==> src/rtl/psl_resp_monitor.sv <==
// psl_resp_monitor: runtime checker for the bounded-response property
// "every req is answered by an ack within 1..MAXLAT cycles" on NCH independent
// channels, plus a per-channel "never" condition. Failures are reported as
// registered one-cycle pulses, sticky flags, a saturating count of failing
// cycles and a capture of the first failure (channel and kind).
module psl_resp_monitor #(
  parameter int NCH    = 4,
  parameter int MAXLAT = 8,
  parameter int MAXOUT = 4,
  parameter int ERRW   = 16
) (
  input  logic                                  clk,
  input  logic                                  rst_n,
  input  logic                                  en_i,
  input  logic                                  clear_i,
  input  logic [NCH-1:0]                        req_i,
  input  logic [NCH-1:0]                        ack_i,
  input  logic [NCH-1:0]                        never_i,
  output logic [NCH-1:0]                        fail_o,
  output logic [NCH-1:0]                        sticky_o,
  output logic [ERRW-1:0]                       err_cnt_o,
  output logic                                  first_valid_o,
  output logic [((NCH > 1) ? $clog2(NCH) : 1)-1:0] first_ch_o,
  output logic [1:0]                            first_kind_o
);

  // Timestamp width leaves headroom so ages up to MAXLAT never alias on wrap.
  localparam int TSW  = $clog2(MAXLAT) + 2;
  localparam int IDXW = $clog2(MAXOUT);
  localparam int OCW  = IDXW + 1;
  localparam int CHW  = (NCH > 1) ? $clog2(NCH) : 1;

  localparam logic [1:0] KIND_TIMEOUT  = 2'd0;
  localparam logic [1:0] KIND_SPURIOUS = 2'd1;
  localparam logic [1:0] KIND_OVERFLOW = 2'd2;
  localparam logic [1:0] KIND_NEVER    = 2'd3;

  logic [TSW-1:0]  r_now;
  logic [TSW-1:0]  r_ts   [NCH][MAXOUT];
  logic [IDXW-1:0] r_head [NCH];
  logic [OCW-1:0]  r_occ  [NCH];
  logic [NCH-1:0]  r_fail;
  logic [NCH-1:0]  r_sticky;
  logic [ERRW-1:0] r_err_cnt;
  logic            r_first_valid;
  logic [CHW-1:0]  r_first_ch;
  logic [1:0]      r_first_kind;

  logic [TSW-1:0]  w_age      [NCH];
  logic [OCW-1:0]  w_occ_after[NCH];
  logic [IDXW-1:0] w_tail     [NCH];
  logic [1:0]      w_kind     [NCH];
  logic [NCH-1:0]  w_tmo, w_spur, w_ovf, w_nev, w_pop, w_push, w_fail;
  logic            w_found;
  logic [CHW-1:0]  w_first_ch;
  logic [1:0]      w_first_kind;

  // Per-channel pop/push decisions and failure classification for this cycle.
  always_comb begin
    // NOTE: every always_comb output gets a default before any conditional
    // assignment, so no path can leave it unassigned and infer a latch.
    w_tmo   = '0;
    w_spur  = '0;
    w_ovf   = '0;
    w_nev   = '0;
    w_pop   = '0;
    w_push  = '0;
    w_fail  = '0;
    for (int ch = 0; ch < NCH; ch++) begin
      w_age[ch]       = r_now - r_ts[ch][r_head[ch]];
      w_tail[ch]      = r_head[ch] + r_occ[ch][IDXW-1:0];
      w_spur[ch]      = en_i & ack_i[ch] & (r_occ[ch] == '0);
      w_tmo[ch]       = en_i & ~ack_i[ch] & (r_occ[ch] != '0) &
                        (w_age[ch] == TSW'(MAXLAT));
      w_pop[ch]       = (en_i & ack_i[ch] & (r_occ[ch] != '0)) | w_tmo[ch];
      w_occ_after[ch] = r_occ[ch] - OCW'(w_pop[ch]);
      w_ovf[ch]       = en_i & req_i[ch] & (w_occ_after[ch] == OCW'(MAXOUT));
      w_push[ch]      = en_i & req_i[ch] & (w_occ_after[ch] != OCW'(MAXOUT));
      w_nev[ch]       = en_i & never_i[ch];
      w_fail[ch]      = w_tmo[ch] | w_spur[ch] | w_ovf[ch] | w_nev[ch];
      if (w_tmo[ch])       w_kind[ch] = KIND_TIMEOUT;
      else if (w_spur[ch]) w_kind[ch] = KIND_SPURIOUS;
      else if (w_ovf[ch])  w_kind[ch] = KIND_OVERFLOW;
      else                 w_kind[ch] = KIND_NEVER;
    end
  end

  // Lowest failing channel and its highest-priority kind, for first capture.
  always_comb begin
    w_found      = 1'b0;
    w_first_ch   = '0;
    w_first_kind = KIND_TIMEOUT;
    for (int ch = 0; ch < NCH; ch++) begin
      if (w_fail[ch] && !w_found) begin
        w_found      = 1'b1;
        w_first_ch   = CHW'(ch);
        w_first_kind = w_kind[ch];
      end
    end
  end

  // Queue bookkeeping: head pointer and occupancy; disabling flushes all queues.
  always_ff @(posedge clk or negedge rst_n) begin
    // NOTE: sequential state uses non-blocking assignments only, so every
    // register samples values from before the edge regardless of block order.
    if (!rst_n) begin
      for (int ch = 0; ch < NCH; ch++) begin
        r_head[ch] <= '0;
        r_occ[ch]  <= '0;
      end
    end else begin
      for (int ch = 0; ch < NCH; ch++) begin
        if (!en_i) begin
          r_head[ch] <= '0;
          r_occ[ch]  <= '0;
        end else begin
          r_head[ch] <= r_head[ch] + IDXW'(w_pop[ch]);
          r_occ[ch]  <= w_occ_after[ch] + OCW'(w_push[ch]);
        end
      end
    end
  end

  // Timestamp storage: write the current time into the tail slot on a push.
  always_ff @(posedge clk) begin
    // NOTE: the storage array has no reset; a slot is only read while the
    // occupancy count says it holds a pushed entry, so its content is defined.
    for (int ch = 0; ch < NCH; ch++) begin
      if (w_push[ch]) r_ts[ch][w_tail[ch]] <= r_now;
    end
  end

  // Timestamp, failure pulse, sticky flags, saturating count and first capture.
  always_ff @(posedge clk or negedge rst_n) begin
    if (!rst_n) begin
      r_now         <= '0;
      r_fail        <= '0;
      r_sticky      <= '0;
      r_err_cnt     <= '0;
      r_first_valid <= 1'b0;
      r_first_ch    <= '0;
      r_first_kind  <= '0;
    end else begin
      r_now  <= r_now + 1'b1;
      r_fail <= w_fail;
      if (clear_i) begin
        r_sticky      <= '0;
        r_err_cnt     <= '0;
        r_first_valid <= 1'b0;
        r_first_ch    <= '0;
        r_first_kind  <= '0;
      end else begin
        r_sticky <= r_sticky | w_fail;
        if (w_found && (r_err_cnt != '1)) r_err_cnt <= r_err_cnt + 1'b1;
        if (w_found && !r_first_valid) begin
          r_first_valid <= 1'b1;
          r_first_ch    <= w_first_ch;
          r_first_kind  <= w_first_kind;
        end
      end
    end
  end

  assign fail_o        = r_fail;
  assign sticky_o      = r_sticky;
  assign err_cnt_o     = r_err_cnt;
  assign first_valid_o = r_first_valid;
  assign first_ch_o    = r_first_ch;
  assign first_kind_o  = r_first_kind;

endmodule

==> config.mk <==
export PLATFORM = sky130hd
export DESIGN_NAME = psl_resp_monitor
export DESIGN_NICKNAME = d
export VERILOG_FILES = /design/src/rtl/psl_resp_monitor.sv
export SDC_FILE = /design/constraint.sdc
export NUM_CORES = 1
export LEC_CHECK = 0
export ABC_AREA = 1
export CORE_MARGIN = 2
export CORE_UTILIZATION = 60
export CTS_CLUSTER_SIZE = 10
export DETAILED_ROUTE_END_ITERATION = 16
export PLACE_DENSITY_LB_ADDON = 0.15
export RECOVER_POWER = 25
export SYNTH_ARGS = -nofsm -noshare
export SYNTH_HDL_FRONTEND = slang
export SYNTH_SLANG_ARGS = --single-unit
==> constraint.sdc <==
create_clock -name clk -period 4.1 [get_ports clk]
set_clock_uncertainty 0.1 [all_clocks]
set_input_delay 0.82 -clock clk [delete_from_list [all_inputs] [get_ports clk]]
set_output_delay 0.82 -clock clk [all_outputs]
set_load 0.005 [all_outputs]
==> impl_metrics.ini, run 1 <==
[setup_path]
r2r_cells = 18
cp_cell_sequence = inv_2 > a21oi_1 > a32o_1 > ha_1 > nand2_1 > nand2_1 > nand2_1 > nand2_1 > nand3_1 > nand3_2 > o21ai_0 > ha_1 > ha_1 > xor2_2 > buf_4 > a31oi_1 > nand2_1 > nor2_1
critPathRequiredTime_ns = 4.06
worstSetupEndpointType = flop
regToRegStartpoint = r_head[7]
worst_path_most_repeated_cell = nand2_1
crit_start = r_head[7]
cp_max_fo = 8
critPathMaxStageDelay_ns = 0.46
cp_slowest_cell = dfrtp_1
critPathLaunchType = flop
worstPathArrival_ns = 3.88
path_class = reg2reg

[power_and_ir_drop]
power_frac_comb = 0.276
switching_share = 0.309
p_clk_frac = 0.370
power_frac_seq = 0.354
power_density_nw_per_um2 = 553
intPower_w = 0.00331
leakagePower_nw = 4.04
peakVddDrop_uv = 482
p_switching_w = 0.00148

[finish]
drive_above_1_share = 0.130
fill_cells = 786
multi_input_area_sq_um = 2970
final_cell_count_no_fill = 994
final_common_cell = nand2_1
fin_area_sq_um = 8650
area_delta_synth_final_pct = 22.5
seq_area_sq_um = 3760
diodes = 0
layout_common_cells = nand2_1, inv_1, edfxtp_1
finalNetCount = 896

[placed_design]
gp_congestion = 0.892
dpl.hpwl_mm = 11.3
dp_cells = 956
io_buffers = 44
dpl_cell_area_sq_um = 7780

[sta]
finalHoldViolations = 0
maxSlewHeadroom = -0.264
final.min_clock_period_ns = 3.92
rsz0062_at_grt = true
finalSetupViolations = 0
tightest_slew_ns = 1.90
final_max_slew_viol_count = 30
max_freq_mhz = 255
fin_crit_sh = 0.956

[grt]
antenna_found_initial = 0
grt_max_degree = 30
grt_pass1_wl_mm = 26.9
grt_usage = 0.272
grt_pass1_vias = 5599
grt_overflow = 0

[yosys]
ys.flop_type = edfxtp_1
synth_edf_count = 80
synth_nets = 815
syn-instance-count = 757
synthDistinctLibCells = 36
synth-seq-area-share = 0.531
ys_async_sr_fraction = 0.403
syn_area_sq_um = 7070
yosys_warnings = 0
synth_seq_cells = 134
synth_area_per_cell_sq_um = 9.33

[drt]
drt_first_iter_violations = 434
drtAntennaViolNets = 0
routed_wl_mm = 16.5
dr.pass1.iters = 5
dr_total_vias = 5565
drc = 0
wl_per_cell_um = 16.6
vias_per_cell = 5.60

[die]
dieHeight_um = 113
die_w_um = 113
placementRows = 39
initial_core_util = 0.616
core_sq_um = 11500
pin_count = 45
dieArea_sq_um = 12700

[clocking]
clock_sinks = 134
h-tree-depth = 4
path_clk_slew_ns = 0.06
clock-root-buffer = clkbuf_16
clk_latency_ns = 0.43
cts_buffers = 17
hold_buffers = 0
cts_tree = built
cts_max_path_buffers = 2

[outcome]
outcome = complete, but fails checks
failed_checks = capacitance limit, slew limit

[flow_run]
cap_violations = 1

[hold_path]
hold_start = sticky_o[3]
worstHoldPathType = reg2reg
holdPathStages = 2
[logic make-up after synthesis]
kind of cell / count (synthesis) / synth area share
AO/OA/AOI/OAI: 86 / 0.0733
XOR/XNOR: 25 / 0.0310
adder cells (fa/ha/maj): 42 / 0.0744
buffers and inverters: 113 / 0.0657
flip-flops: 134 / 0.531
AND/OR/NAND/NOR: 357 / 0.224
[sequential cells by signal, summed over array words and instances, names as in the netlist]
register	flops
r_head	8
r_now	5
first_valid_o	1
sticky_o	4
r_occ	12
r_ts	80
fail_o	4
err_cnt_o	16
first_kind_o	2
first_ch_o	2
[Yosys cell counts, types with 2 or more instances]
| library cell | number | area share |
|---|---|---|
| a21oi_1 | 27 | 0.019 |
| a22oi_1 | 2 | 0.0021 |
| a31oi_1 | 3 | 0.0027 |
| a32o_1 | 12 | 0.017 |
| buf_4 | 5 | 0.0053 |
| buf_6 | 2 | 0.0032 |
| clkbuf_1 | 3 | 0.0016 |
| dfrtp_1 | 54 | 0.19 |
| edfxtp_1 | 80 | 0.34 |
| ha_1 | 42 | 0.074 |
| inv_1 | 89 | 0.047 |
| inv_2 | 10 | 0.0053 |
| nand2_1 | 201 | 0.11 |
| nand2_2 | 2 | 0.0018 |
| nand3_1 | 54 | 0.038 |
| nand3_2 | 4 | 0.0057 |
| nand3_4 | 3 | 0.0074 |
| nand3b_1 | 8 | 0.0085 |
| nand4_1 | 11 | 0.0097 |
| nor2_1 | 60 | 0.032 |
| nor3_1 | 8 | 0.0057 |
| nor4_1 | 3 | 0.0027 |
| o21ai_0 | 31 | 0.022 |
| o21ai_1 | 3 | 0.0021 |
| o21ai_2 | 3 | 0.0037 |
| o22ai_1 | 4 | 0.0035 |
| xnor2_1 | 3 | 0.0037 |
| xor2_1 | 22 | 0.027 |
[repair_timing]
item                                    CTS  global route
setup buffers                             0             6
gates resized for setup                   0            41
endpoints found under the setup margin    0            98
[per-stage QoR]
stage	hold WS (ns)	worst slack, ns	util	TNS, ns	power, W
6_report	0.400	0.182	0.755	0	0.00479
5_1_grt	0.436	-0.0785	0.755	-1.34	0.00506
4_1_cts	0.371	0.0279	0.738	0	0.00471
3_5_place_dp	0.386	-0.110	0.678	-1.14	0.00292
3_3_place_gp	0.392	0.0605	0.678	0	0.00285
2_1_floorplan	0.389	0.521	-	0	0.00254
[metal layers]
layer | wire length (um) | track usage | vias up | share of wire
met2 | 8460 | 0.457 | 149 | 0.51
li1 | - | - | 2703 | -
met1 | 6980 | 0.345 | 2685 | 0.42
met5 | 0 | 0 | - | 0
met4 | 313 | 0.103 | 0 | 0.019
met3 | 702 | 0.0664 | 28 | 0.043
[power groups by stage]
| stage | Sequential (W) | Combinational (W) | Clock, W |
|---|---|---|---|
| final | 0.00169 | 0.00132 | 0.00177 |
| after global routing | 0.00171 | 0.00150 | 0.00186 |
| after CTS | 0.00169 | 0.00123 | 0.00179 |
| after detailed placement | 0.00171 | 0.00121 | 0 |
| after global placement | 0.00171 | 0.00115 | 0 |
| after floorplan | 0.00168 | 0.000861 | 0 |
[cell type report]
cell class,instances,area share
multi-input combinational,510,0.343
timing repair buffer,74,0.0771
sequential,134,0.435
inverter,101,0.0461
clock buffer,18,0.0496
clock inverter,14,0.0293
tap,143,0.0207
[critical path, delay by kind of cell, from the launching register on]
family,cells,cell delay (ns)
flops,1,0.46
fa+ha+maj,3,0.75
simple gates,8,1.07
compound gates,4,0.71
xor+xnor,1,0.16
buf+inv,2,0.31
[path summary, 6_finish.rpt]
kind	to	slack, ns
max reg2reg	r_ts[0][7]	0.18
max in group asynchronous	r_head[2]	1.84
min	sticky_o[3]	0.40
max	r_ts[0][7]	0.18
min in group asynchronous	r_now[2]	0.82
min reg2reg	sticky_o[3]	0.40
(Power assumes the default switching activity.)
==> inputs of run 2 (changes only) <==
--- a/config.mk
+++ b/config.mk
@@ -12,6 +12,7 @@
 export DETAILED_ROUTE_END_ITERATION = 16
 export PLACE_DENSITY_LB_ADDON = 0.15
 export RECOVER_POWER = 25
+export SKIP_CTS_REPAIR_TIMING = 1
 export SYNTH_ARGS = -nofsm -noshare
 export SYNTH_HDL_FRONTEND = slang
 export SYNTH_SLANG_ARGS = --single-unit
==> results of run 2 <==
The final DEF is identical to that of run 1; final timing and power are the same.
